`src/rtl/reduce_tree_reg.sv`:
```
// reduce_tree_reg: pipelined N-input OR/AND/XOR reduction tree with optional
// output inversion, valid tracking and clock enable. Each stage combines
// FANIN signals per node and registers the result. A short final group in a
// stage is padded with the identity of the operator.
// Optional feature: define REDUCE_STICKY_EN to add the SCLR input and the
// sticky ZS output, which accumulates every valid Z=1 result until cleared.
module reduce_tree_reg #(
  parameter int WIDTH  = 5,
  parameter int FANIN  = 4,
  parameter int MODE   = 0,
  parameter int INVERT = 0
) (
  input  logic             CK,
  input  logic             CD,
  input  logic             SP,
  input  logic             VI,
  input  logic [WIDTH-1:0] DI,
  output logic             Z,
  output logic             VZ
`ifdef REDUCE_STICKY_EN
  ,
  input  logic             SCLR,
  output logic             ZS
`endif
);

  // Node count after k stages; stage 0 is the operand vector itself.
  function automatic int stage_nodes(input int k);
    int n;
    n = WIDTH;
    for (int s = 0; s < k; s++) n = (n + FANIN - 1) / FANIN;
    return n;
  endfunction

  // Number of stages needed to reduce WIDTH inputs to one, never less than 1.
  function automatic int calc_lat(input int w);
    int n;
    int l;
    n = w;
    l = 0;
    while (n > 1) begin
      n = (n + FANIN - 1) / FANIN;
      l++;
    end
    if (l < 1) l = 1;
    return l;
  endfunction

  // Reduction of one padded node group with the configured operator.
  function automatic logic node_reduce(input logic [FANIN-1:0] grp);
    case (MODE)
      1:       return &grp;
      2:       return ^grp;
      default: return |grp;
    endcase
  endfunction

  localparam int   LAT   = calc_lat(WIDTH);
  localparam logic IDENT = (MODE == 1) ? 1'b1 : 1'b0;

  if (MODE < 0 || MODE > 2) begin : g_bad_mode
    $error("reduce_tree_reg: MODE must be 0 (OR), 1 (AND) or 2 (XOR)");
  end

  logic [LAT-1:0] vld_p;

  for (genvar k = 1; k <= LAT; k++) begin : g_stage
    localparam int NI   = stage_nodes(k - 1);
    localparam int NO   = stage_nodes(k);
    localparam bit LAST = (k == LAT);

    logic [NI-1:0] src;
    logic [NO-1:0] nxt;
    logic [NO-1:0] node_p;

    if (k == 1) begin : g_first
      assign src = DI;
    end else begin : g_next
      assign src = g_stage[k-1].node_p;
    end

    for (genvar j = 0; j < NO; j++) begin : g_node
      logic [FANIN-1:0] grp;
      for (genvar i = 0; i < FANIN; i++) begin : g_tap
        if (j * FANIN + i < NI) begin : g_in
          assign grp[i] = src[j*FANIN+i];
        end else begin : g_pad
          assign grp[i] = IDENT;
        end
      end
      // Inversion lives only in the last stage, ahead of its register.
      assign nxt[j] = (LAST && INVERT != 0) ? ~node_reduce(grp) : node_reduce(grp);
    end

    // ---- stage k register boundary ----
    // Data loads on every enabled edge, independent of VI.
    always_ff @(posedge CK or posedge CD) begin
      if (CD)      node_p <= '0;
      else if (SP) node_p <= nxt;
    end
  end

  // Valid shift register moving in lockstep with the data stages.
  if (LAT == 1) begin : g_vld_one
    always_ff @(posedge CK or posedge CD) begin
      if (CD)      vld_p <= 1'b0;
      else if (SP) vld_p <= VI;
    end
  end else begin : g_vld_many
    always_ff @(posedge CK or posedge CD) begin
      if (CD)      vld_p <= '0;
      else if (SP) vld_p <= {vld_p[LAT-2:0], VI};
    end
  end

  assign Z  = g_stage[LAT].node_p[0];
  assign VZ = vld_p[LAT-1];

`ifdef REDUCE_STICKY_EN
  // Sticky accumulator of valid Z=1 results; clear takes priority.
  always_ff @(posedge CK or posedge CD) begin
    if (CD)      ZS <= 1'b0;
    else if (SP) ZS <= SCLR ? 1'b0 : (ZS | (VZ & Z));
  end
`endif

endmodule

```
`config.mk`:
```
export PLATFORM = sky130hd
export DESIGN_NAME = reduce_tree_reg
export DESIGN_NICKNAME = d
export VERILOG_FILES = /design/src/rtl/reduce_tree_reg.sv
export SDC_FILE = /design/constraint.sdc
export NUM_CORES = 1
export LEC_CHECK = 0
export CAP_MARGIN = 40
export CORE_AREA = 2 2 39 41
export DETAILED_ROUTE_END_ITERATION = 7
export DIE_AREA = 0 0 41 43
export HOLD_SLACK_MARGIN = 0.1
export SLEW_MARGIN = 10
export SYNTH_ARGS = -nofsm -noshare
export SYNTH_HDL_FRONTEND = slang
export SYNTH_SLANG_ARGS = --single-unit
```
`constraint.sdc`:
```
create_clock -name CK -period 0.8 [get_ports CK]
set_input_delay 0.16 -clock CK [delete_from_list [all_inputs] [get_ports CK]]
set_output_delay 0.16 -clock CK [all_outputs]
set_load 0.01 [all_outputs]
```
; ---- Word-level counts from Yosys, hierarchy flattened
; Cells that the tools add are included.
[word_totals]
output_inout_bits = 2
elab_cells = 5
reg_bits = 5
input_bits = 9
[classes]
n_reduce_logical = 2
[ops]
columns = operator, count
row1 = 4-bit OR reduction, 1
row2 = 2-bit OR reduction, 1

; ---- Depth between registers and ports, before layout
[depth]
word_depth = 1
depth_mapped = 3
mapped_depth_nobuf = 2

; ---- Worst setup path before layout
; No wires, ideal clock.
[synth_timing]
kind = reg2reg
start = register, netlist name vld_p[1]
end = register vld_p[1]
setup_time_ns = 0.125
required_time_ns = 0.675
arrival_time_ns = 0.654
stages_incl_launch_ff = 2
path_buffers = 0
period_less_slack_ns = 0.779
slack_ns = 0.021
path_cell_list = dfrtp_1 mux2_4
[synth_rtl]
columns = element, line
row1 = end signal: assignment, 112  ; else if (SP) vld_p <= {vld_p[LAT-2:0], VI};
row2 = end: declaration, 65  ; logic [LAT-1:0] vld_p;

; ---- Final worst setup path
[layout_timing]
start = register vld_p[1]
end = output VZ
[layout_rtl]
columns = element, line
row1 = end: declaration, 19  ; output logic VZ
; No word-level cell between the ends.

==> summary.txt <==
Largest family of logic cells by synthesized area = multiplexers
# H-tree levels = 1
TritonRoute pass-1 iters = 2
Syn_area_per_cell = 13.3 sq um
Buf/Inv on CP = 1
Fin crit period = 916 ps
Min Hold Slack = 118 ps
PortBufs = 10
Multiplexer share of the synthesized area = 21.2%
Post-DP Area = 337 sq um
Root Driver = clkbuf_4
Hold Fails Final Rpt = 0
Outcome = complete, but fails checks
Switching power = 0.156 mW
CTS sink count = 5
Core area = 1380 sq um
Setup Skew = 2.42 ps
DRC violations left = 0
Area fraction in and, or, nand and nor cells after synthesis = 8.24%
P&R area growth vs syn = 76.5%
HP Class = in -> async
Initial antenna violation count = 0
Endpoint type of the worst setup path = primary output
Period utilization = 115%
Rel. slew slack = 85.4%
Largest net degree at the start of global routing = 6
Yosys warning count = 0
RSZ-0062 raised after global routing = yes
Pre-CTS worst setup slack = -401 ps
Startpoint types = flip-flop
Post-synthesis compound-gate area fraction = 4.71%
FILL cells = 146
WP data required = 640 ps
CTS tree = built
Final WS setup = -116 ps
Sequential share of power = 41.2%
Critical Setup Path Class = reg -> out
Post-Syn Area = 213 sq um
Vias = 180
Final core utilization = 27.1%
Power Total = 0.698 mW
PD cells = 1860 nW/um^2
First-pass GRT wire length = 731 um
Fmax = 1.09 GHz
GRT overflow = 0
Slowest cell delay on critical path = 380 ps
Boundary pin count = 11
Syn_nets = 25
Post-Synth XOR/XNOR Area = 0%
CP Max Fanout = 2
Row count = 14
Maximum vdd drop = 0.000666 V
Die Area = 1760 sq um
Final Setup Violations = 4
Num CTS Buffers = 3
Failing checks = setup timing
Post-synthesis adder-cell area fraction = 0%
Comb pwr share = 16.4%
Synthesis-stage register bit count = 5
Antenna Nets Post-Route = 0
Routed length per instance = 10.1 um
CP Cell Sequence = buf_2
Vias in the first global route = 192
Layout cells sized above 1 = 42.4%
DRT Wirelength = 496 um
Nets = 43
DR iter-0 viols = 4
Post-route cell area = 375 sq um
Slowest-stage cell, CP = dfrtp_1
Gp weighted congestion = 0.689
Die Width = 41 um
Diode count = 0
Int Pwr = 0.542 mW
Net Sw Frac = 22.4%
Leak pwr = 0.175 nW
Die height = 43 um
CTS clk-pin slew, worst paths = 50 ps
Vias per inst = 3.67
Worst Tran Pin Value = 219 ps
Maxcap violations = 0
Cell count after synthesis = 16
Delay-heaviest family, CP = flip-flops
Clock power frac = 42.4%
Starting Density = 15.4%
GRT Total Usage = 6.77%
Worst-skew pair later-pin latency = 240 ps
Clk buf depth = 2
Arr. time, crit path = 760 ps
Max Transition Viols Final = 0
Seq/Total Area, Yosys = 58.8%
Library cells used by synthesis = 7
==> cell usage in the layout, fill, tap and decap left out <==
cell and instances:
dfrtp_1 5, nor2_2 1, buf_4 4, buf_2 2, nor4_2 1, nor2_1 2, mux2_4 3, clkbuf_1 1
clkdlybuf4s50_1 4, a21oi_1 2, inv_1 1, clkbuf_4 3, dlymetal6s2s_1 1, dlygate4sd2_1 3
==> area by class of cell <==
| cell class | count | area, sq um | share of cell area (%) |
|---|---|---|---|
| Sequential cell | 5 | 125 | 33.3 |
| Timing Repair Buffer | 14 | 119 | 31.7 |
| Multi-Input combinational cell | 9 | 81.3 | 21.7 |
| Clock buffer | 4 | 26.3 | 7.00 |
| Tap cell | 16 | 20.0 | 5.33 |
| Inverter | 1 | 3.75 | 1.00 |
==> timing repair <==
action | 4_1_cts | 5_1_grt
pin swaps | 2 | 3
hold buffers | 0 | 0
gates resized for setup | 11 | 3
endpoints found under the setup margin | 7 | 4
buffers inserted | 1 | 1
==> through the flow <==
step           setup TNS, ps  instances
6_report                -332         49
4_1_cts                 -306         48
3_5_place_dp           -2330         43
5_1_grt                 -431         49
2_1_floorplan              0         16
3_3_place_gp           -2180         43
==> cell usage after synthesis, drive strengths merged <==
cell type	n	area (sq um)
a21oi	2	10.0
buf	1	11.3
dfrtp	5	125
inv	1	3.75
mux2	3	45.0
nor2	3	11.3
nor4	1	6.26
==> metal layers <==
metal  vias up  GRT usage, %  part of all wire, %
li1         87             -                    -
met1        78          8.88                   45
met2        13          7.81                   39
met3         2          4.71                   14
met4         0          4.00                  1.8
met5         -             0                    0
==> worst reg2reg max path: cells and delay by family (launching register included) <==
kind / cells / cell delay, ps
mux: 1 / 250
buf+inv: 1 / 130
flops: 1 / 380
==> final timing paths <==
path | from | end | slack [ps] | depth (start not counted)
worst max register to register | vld_p[1]$_DFFE_PP0P_ | vld_p[1]$_DFFE_PP0P_ | -70 | 2
worst min register to register | vld_p[0]$_DFFE_PP0P_ | vld_p[1]$_DFFE_PP0P_ | 520 | 1
max in group asynchronous | CD | vld_p[0]$_DFFE_PP0P_ | 510 | 2
min in group CK | DI[1] | g_stage[1].node_p[0]$_DFFE_PP0P_ | 240 | 3
worst min-delay path | CD | g_stage[1].node_p[0]$_DFFE_PP0P_ | 120 | 2
worst max-delay path | vld_p[1]$_DFFE_PP0P_ | VZ | -120 | 1
==> kinds of logic after synthesis <==
family / after synthesis
AOI/OAI and AO/OA: 2
DFF: 5
buffers and inverters: 2
and+or+nand+nor: 4
muxes: 3
==> registers in the layout, indices dropped and copies added, names as in the netlist <==
name	count
g_stage.node_p	2
vld_p	2
Z	1
==> power groups by stage <==
stage          Combinational [mW]  Sequential [mW]  Clock, mW
6_report                    0.115            0.287      0.296
5_1_grt                     0.124            0.288      0.323
4_1_cts                     0.112            0.287      0.308
3_5_place_dp                0.123            0.291          0
3_3_place_gp                0.123            0.291          0
2_1_floorplan              0.0465            0.292          0
Power figures use the tool's default switching activity.
